===== config.mk =====
export PLATFORM = sky130hd
export DESIGN_NAME = harvest_arbiter
export DESIGN_NICKNAME = d
export VERILOG_FILES = /design/src/rtl/harvest_arbiter_pkg.sv /design/src/rtl/harvest_rr_ptr.sv /design/src/rtl/harvest_arbiter.sv
export SDC_FILE = /design/constraint.sdc
export NUM_CORES = 1
export LEC_CHECK = 0
export BUFFER_PORTS_ARGS = -buffer_cell sky130_fd_sc_hd__buf_4
export CAP_MARGIN = 20
export CORE_UTILIZATION = 40
export CTS_CLUSTER_DIAMETER = 50
export CTS_CLUSTER_SIZE = 16
export DETAILED_ROUTE_END_ITERATION = 8
export GPL_TIMING_DRIVEN = 0
export PLACE_DENSITY = 0.7
export SETUP_SLACK_MARGIN = 0.4
export SLEW_MARGIN = 20
export SYNTH_ARGS = -nofsm -noshare
export SYNTH_HDL_FRONTEND = slang
export SYNTH_HIERARCHICAL = 1
export SYNTH_SLANG_ARGS = --single-unit

===== constraint.sdc =====
create_clock -name clk_sys -period 2.3 [get_ports clk_sys]
set_input_delay 0.115 -clock clk_sys [delete_from_list [all_inputs] [get_ports clk_sys]]
set_output_delay 0.115 -clock clk_sys [all_outputs]
set_load 0.02 [all_outputs]

===== src/rtl/harvest_arbiter_pkg.sv =====
// -----------------------------------------------------------------------------
// harvest_arbiter_pkg
// Shared definitions for the harvest arbiter: FSM state encoding, the header
// byte that announces each harvest, and the pointer-width helper.
// -----------------------------------------------------------------------------
package harvest_arbiter_pkg;

    // State encoding, kept as named constants so the enum and any debug
    // tooling agree on the raw values.
    localparam logic [2:0] ENC_IDLE   = 3'd0;
    localparam logic [2:0] ENC_PAUSE  = 3'd1;
    localparam logic [2:0] ENC_START  = 3'd2;
    localparam logic [2:0] ENC_HEADER = 3'd3;
    localparam logic [2:0] ENC_STREAM = 3'd4;
    localparam logic [2:0] ENC_DONE   = 3'd5;

    typedef enum logic [2:0] {
        ST_IDLE   = ENC_IDLE,
        ST_PAUSE  = ENC_PAUSE,
        ST_START  = ENC_START,
        ST_HEADER = ENC_HEADER,
        ST_STREAM = ENC_STREAM,
        ST_DONE   = ENC_DONE
    } state_t;

    // Header byte; the low bits carry the index of the harvested source.
    localparam logic [7:0] HEADER_BYTE = 8'hA0;

    // Width of the round-robin pointer for a given source count (at least 1).
    function automatic int ptr_width(input int num_src);
        return (num_src > 2) ? $clog2(num_src) : 1;
    endfunction

endpackage : harvest_arbiter_pkg


===== src/rtl/harvest_rr_ptr.sv =====
// -----------------------------------------------------------------------------
// harvest_rr_ptr
// Round-robin source pointer. Advances by one on 'advance', wrapping from
// NUM_SRC-1 back to 0.
//   clk_sys     in   system clock
//   arst_sys_n  in   asynchronous active-low reset (pointer -> 0)
//   advance     in   step to the next source this cycle
//   ptr         out  current source index
// -----------------------------------------------------------------------------
module harvest_rr_ptr #(
    parameter int NUM_SRC = 4,
    parameter int PTR_W   = 2
) (
    input  logic             clk_sys,
    input  logic             arst_sys_n,
    input  logic             advance,
    output logic [PTR_W-1:0] ptr
);

    localparam logic [PTR_W-1:0] LAST = PTR_W'(NUM_SRC - 1);

    // NOTE: sequential state is always assigned with <=, so every flop samples
    // the pre-edge values of its neighbours regardless of block ordering.
    always_ff @(posedge clk_sys or negedge arst_sys_n) begin
        if (!arst_sys_n) begin
            ptr <= '0;
        end else if (advance) begin
            ptr <= (ptr == LAST) ? '0 : ptr + 1'b1;
        end
    end

endmodule : harvest_rr_ptr


===== src/rtl/harvest_arbiter.sv =====
// -----------------------------------------------------------------------------
// harvest_arbiter
// Round-robin arbiter that periodically asks each stream grabber for its
// captured data and merges the dumps into one byte stream, each dump preceded
// by a header byte (8'hA0 | source index).
//   clk_sys         in   system clock
//   arst_sys_n      in   asynchronous active-low reset
//   enable          in   permit new harvests (current harvest always finishes)
//   src_start       out  one-hot harvest request per grabber
//   src_reporting   in   grabber is dumping data
//   src_dout        in   byte per grabber, source k at [8k+7:8k]
//   src_dout_valid  in   per-source byte valid
//   src_dout_ready  out  per-source byte ready (only the selected source)
//   out_dat         out  merged byte stream
//   out_valid       out  merged stream valid
//   out_ready       in   merged stream ready
//   cur_src         out  index of the source being serviced
//   busy            out  high in every state except IDLE
//   timeout_err     out  sticky per-source "start never acknowledged"
// -----------------------------------------------------------------------------
module harvest_arbiter
    import harvest_arbiter_pkg::*;
#(
    parameter int NUM_SRC    = 4,
    parameter int PAUSE_BITS = 5,
    parameter int TO_BITS    = 8
) (
    input  logic                 clk_sys,
    input  logic                 arst_sys_n,
    input  logic                 enable,
    output logic [NUM_SRC-1:0]   src_start,
    input  logic [NUM_SRC-1:0]   src_reporting,
    input  logic [8*NUM_SRC-1:0] src_dout,
    input  logic [NUM_SRC-1:0]   src_dout_valid,
    output logic [NUM_SRC-1:0]   src_dout_ready,
    output logic [7:0]           out_dat,
    output logic                 out_valid,
    input  logic                 out_ready,
    output logic [2:0]           cur_src,
    output logic                 busy,
    output logic [NUM_SRC-1:0]   timeout_err
);

    localparam int PTR_W = ptr_width(NUM_SRC);

    state_t                state, state_nxt;
    logic [PAUSE_BITS-1:0] pause_cnt, pause_cnt_nxt;
    logic [TO_BITS-1:0]    to_cnt, to_cnt_nxt;
    logic [NUM_SRC-1:0]    timeout_err_nxt;
    logic [1:0]            rst_sync;
    logic                  run_ok;
    logic [PTR_W-1:0]      ptr;
    logic                  advance;
    logic [NUM_SRC-1:0]    ptr_onehot;
    logic                  sel_reporting;
    logic                  sel_valid;
    logic [7:0]            sel_dout;

    // NOTE: reset asserts asynchronously but is released through two flops, so
    // the FSM only leaves IDLE on a clean, clock-aligned release.
    always_ff @(posedge clk_sys or negedge arst_sys_n) begin
        if (!arst_sys_n) begin
            rst_sync <= 2'b00;
        end else begin
            rst_sync <= {rst_sync[0], 1'b1};
        end
    end
    assign run_ok = rst_sync[1];

    harvest_rr_ptr #(
        .NUM_SRC (NUM_SRC),
        .PTR_W   (PTR_W)
    ) u_rr_ptr (
        .clk_sys    (clk_sys),
        .arst_sys_n (arst_sys_n),
        .advance    (advance),
        .ptr        (ptr)
    );

    // Select the serviced source's signals. Unselected sources never reach
    // the output path.
    always_comb begin
        ptr_onehot    = '0;
        sel_reporting = 1'b0;
        sel_valid     = 1'b0;
        sel_dout      = '0;
        for (int k = 0; k < NUM_SRC; k++) begin
            if (PTR_W'(k) == ptr) begin
                ptr_onehot[k] = 1'b1;
                sel_reporting = src_reporting[k];
                sel_valid     = src_dout_valid[k];
                sel_dout      = src_dout[8*k +: 8];
            end
        end
    end

    // NOTE: every signal written here gets a default first, so no path can
    // leave one unassigned and infer a latch.
    always_comb begin
        state_nxt       = state;
        pause_cnt_nxt   = pause_cnt;
        to_cnt_nxt      = to_cnt;
        timeout_err_nxt = timeout_err;
        advance         = 1'b0;
        src_start       = '0;
        src_dout_ready  = '0;
        out_valid       = 1'b0;
        out_dat         = '0;

        case (state)
            ST_IDLE: begin
                if (enable && run_ok) begin
                    state_nxt     = ST_PAUSE;
                    pause_cnt_nxt = '0;
                end
            end

            // enable is only re-examined at the end of the pause.
            ST_PAUSE: begin
                if (pause_cnt == '1) begin
                    to_cnt_nxt = '0;
                    state_nxt  = enable ? ST_START : ST_IDLE;
                end else begin
                    pause_cnt_nxt = pause_cnt + 1'b1;
                end
            end

            ST_START: begin
                src_start = ptr_onehot;
                if (sel_reporting) begin
                    state_nxt = ST_HEADER;
                end else if (to_cnt == '1) begin
                    timeout_err_nxt = timeout_err | ptr_onehot;
                    state_nxt       = ST_DONE;
                end else begin
                    to_cnt_nxt = to_cnt + 1'b1;
                end
            end

            ST_HEADER: begin
                out_valid = 1'b1;
                out_dat   = HEADER_BYTE | 8'(ptr);
                if (out_ready) begin
                    state_nxt = ST_STREAM;
                end
            end

            // Pure combinational pass-through; holding data stable while
            // stalled is the grabber's side of the handshake.
            ST_STREAM: begin
                out_valid      = sel_valid;
                out_dat        = sel_dout;
                src_dout_ready = ptr_onehot & {NUM_SRC{out_ready}};
                if (!sel_reporting && !sel_valid) begin
                    state_nxt = ST_DONE;
                end
            end

            ST_DONE: begin
                advance = 1'b1;
                if (enable) begin
                    state_nxt     = ST_PAUSE;
                    pause_cnt_nxt = '0;
                end else begin
                    state_nxt = ST_IDLE;
                end
            end

            default: state_nxt = ST_IDLE;
        endcase
    end

    always_ff @(posedge clk_sys or negedge arst_sys_n) begin
        if (!arst_sys_n) begin
            state       <= ST_IDLE;
            pause_cnt   <= '0;
            to_cnt      <= '0;
            timeout_err <= '0;
        end else begin
            state       <= state_nxt;
            pause_cnt   <= pause_cnt_nxt;
            to_cnt      <= to_cnt_nxt;
            timeout_err <= timeout_err_nxt;
        end
    end

    assign busy    = (state != ST_IDLE);
    assign cur_src = 3'(ptr);

endmodule : harvest_arbiter


==> impl_metrics.json <==
{
  "antenna_found_initial": 0,
  "ys_types": 44,
  "dieArea_sq_um": 4340,
  "cts-buffers-inserted": 3,
  "nFillCells": 304,
  "fmax_mhz": 500,
  "drv_cap": 0,
  "io_buffers": 67,
  "synth_top_area_cell": "dfrtp_1",
  "clk_latency_ps": 270,
  "status": "finished clean",
  "ant_nets": 0,
  "grt_first_pass_wirelength_microns": 6810,
  "slew_violations": 0,
  "clock-sinks": 24,
  "netlist_instances": 167,
  "fin_nets": 300,
  "ios": 69,
  "synth_top_area_share_pct": 36.8,
  "synthTopCellsByArea": "dfrtp_1 (37%), mux4_2 (12%), nand2_1 (5.5%)",
  "synthFlopType": "dfrtp_1",
  "final_hold_viol_count": 0,
  "hp-class": "input port to register",
  "end_kind": "register",
  "grt_max_degree": 25,
  "grt_pass1_vias": 1540,
  "track_usage_pct": 20.3,
  "core-area_sq_um": 3800,
  "cts_buffer_depth": 2,
  "area_growth_pct": 56.1,
  "wire_per_inst_microns": 14.2,
  "place_area_sq_um": 2210,
  "design_area_sq_um": 2550,
  "route.detailed.drc": 0,
  "drt_first_pass_iters": 4,
  "multiInputGateArea_sq_um": 1070,
  "async_flop_share_pct": 100,
  "fin_crit_sh_pct": 87.0,
  "crit_fanout": 5,
  "hpwl_microns": 3110,
  "seq_area_sq_um": 603,
  "cts_tree": "yes",
  "yosysSeqAreaShare_pct": 36.8,
  "place_congestion": 0.803,
  "cts_max_level": 1,
  "totalWireLength_microns": 4260,
  "synth_fp_nets": 215,
  "ys_warn_count": 6,
  "drt-initial-drc-count": 40,
  "path_class": "register to register",
  "fin_skew_ps": 2.74,
  "synth_enable_flop_cells": 0,
  "p_leak_uw": 0.00120,
  "fin_crit_ps": 2000,
  "dieHeight_microns": 65.9,
  "grt-ovfl-total": 0,
  "netlist_area_sq_um": 1630,
  "vias_per_cell": 5.34,
  "avgSynthCellArea_sq_um": 9.78,
  "crit_required_ps": 2500,
  "cts-root-buf": "clkbuf_8",
  "start_util_pct": 43.0,
  "clk_pin_slew_ps": 80,
  "worstPathArrival_ps": 2200,
  "cp-start-kind": "register",
  "synth_common_cells": "dfrtp_1 (24), nand2_1 (24), mux4_2 (9), nor2_1 (9), o21ai_0 (8)",
  "tns_ps": 0,
  "setup_viol": 0,
  "die_w_microns": 65.9,
  "vias": 1597,
  "vdd_ir_drop_max_uv": 631,
  "diodes": 0,
  "ys_ff_latch": 24,
  "power.density_nw_per_um2": 979,
  "placementRows": 22,
  "rsz0062_at_grt": "yes",
  "drive_above_1_share_pct": 52.2
}
[layer usage]
layer | global-route usage (%) | up-vias | wire length, microns
met5 | 0 | - | 0
met4 | 6.52 | 0 | 53
met3 | 3.97 | 5 | 344
met2 | 35.2 | 51 | 2030
met1 | 25.0 | 755 | 1840
li1 | - | 786 | -
[worst max-delay path: stages (launching register included)]
cell	delay, ps
dfrtp_2	380
buf_8	100
mux4_2	540
a211o_4	310
or4_1	480
a21boi_1	130
[cells by family (layout without fill, tap and decap cells)]
kind of cell | count (synthesis) | after routing | synth area share [%]
buf+inv | 14 | 98 | 3.98
flops | 24 | 24 | 36.8
compound gates | 36 | 36 | 15.7
fa+ha+maj | 4 | 4 | 3.07
simple gates | 71 | 71 | 23.0
other cells | 2 | 2 | 0.460
mux | 16 | 16 | 17.0
[path summary, 6_finish.rpt]
path / cells past startpoint / startpoint / to / slack [ps]
setup / recovery: 5 / u_rr_ptr/ptr[0] / to_cnt[7] / 300
hold / removal: 3 / enable / state[0] / 110
setup reg to reg: 5 / u_rr_ptr/ptr[0] / to_cnt[7] / 300
hold reg to reg: 0 / rst_sync[0] / rst_sync[1] / 360
max in group asynchronous: 2 / arst_sys_n / state[1] / 1770
min in group asynchronous: 2 / arst_sys_n / pause_cnt[1] / 270
[power by group]
group	internal, uW	switching, uW	total [uW]
sequential	524	89.4	613
clock	153	136	289
combinational	851	743	1590
[layout by cell type (no fill, tap or decap), drive strengths merged, types with 2 or more instances in the layout]
cell	count
o31ai	5
mux4	9
nor3b	3
nand2	24
or3	2
or4	3
or2	2
inv	4
nor2b	2
mux2i	3
or3b	3
o21ai	8
a21boi	6
nand4	2
a21o	2
a21oi	2
and2	4
nor3	3
and3	2
a22o	3
ha	4
nand2b	2
dfrtp	24
clkbuf	8
mux2	4
conb	2
nor2	9
buf	85
a31o	4
nand3	6
[registers in the layout (all words and copies together) (netlist names)]
register	cells
pause_cnt	5
u_rr_ptr/ptr	2
rst_sync	2
to_cnt	8
state	3
timeout_err	4
[final cells by class]
type	instances	area share (%)
clock buffer	4	2.16
inverter	4	0.589
buffer	10	4.12
multi-input combinational	129	41.9
tap	48	2.36
sequential	24	23.7
timing repair buffer	80	25.2
[metrics by stage]
stage                     power (uW)  utilization (%)  instances  setup WS [ps]  hold slack, ps
after floorplan                 1490                -        167            180            -181
after global placement          1840             58.1        282            100            33.4
after detailed placement        1850             58.1        282            103            36.6
final                           2500             67.1        299            299             114
after CTS                       2390             63.9        296            258             115
after global routing            2690             67.1        299            199             139
[timing repair]
item,in CTS,in global routing
endpoints found under the setup margin,30,29
resized for setup,25,32
setup buffers,9,3
hold endpoints to repair,24,0
pin swaps,5,13
hold buffers,1,0
(Power assumes the default switching activity.)
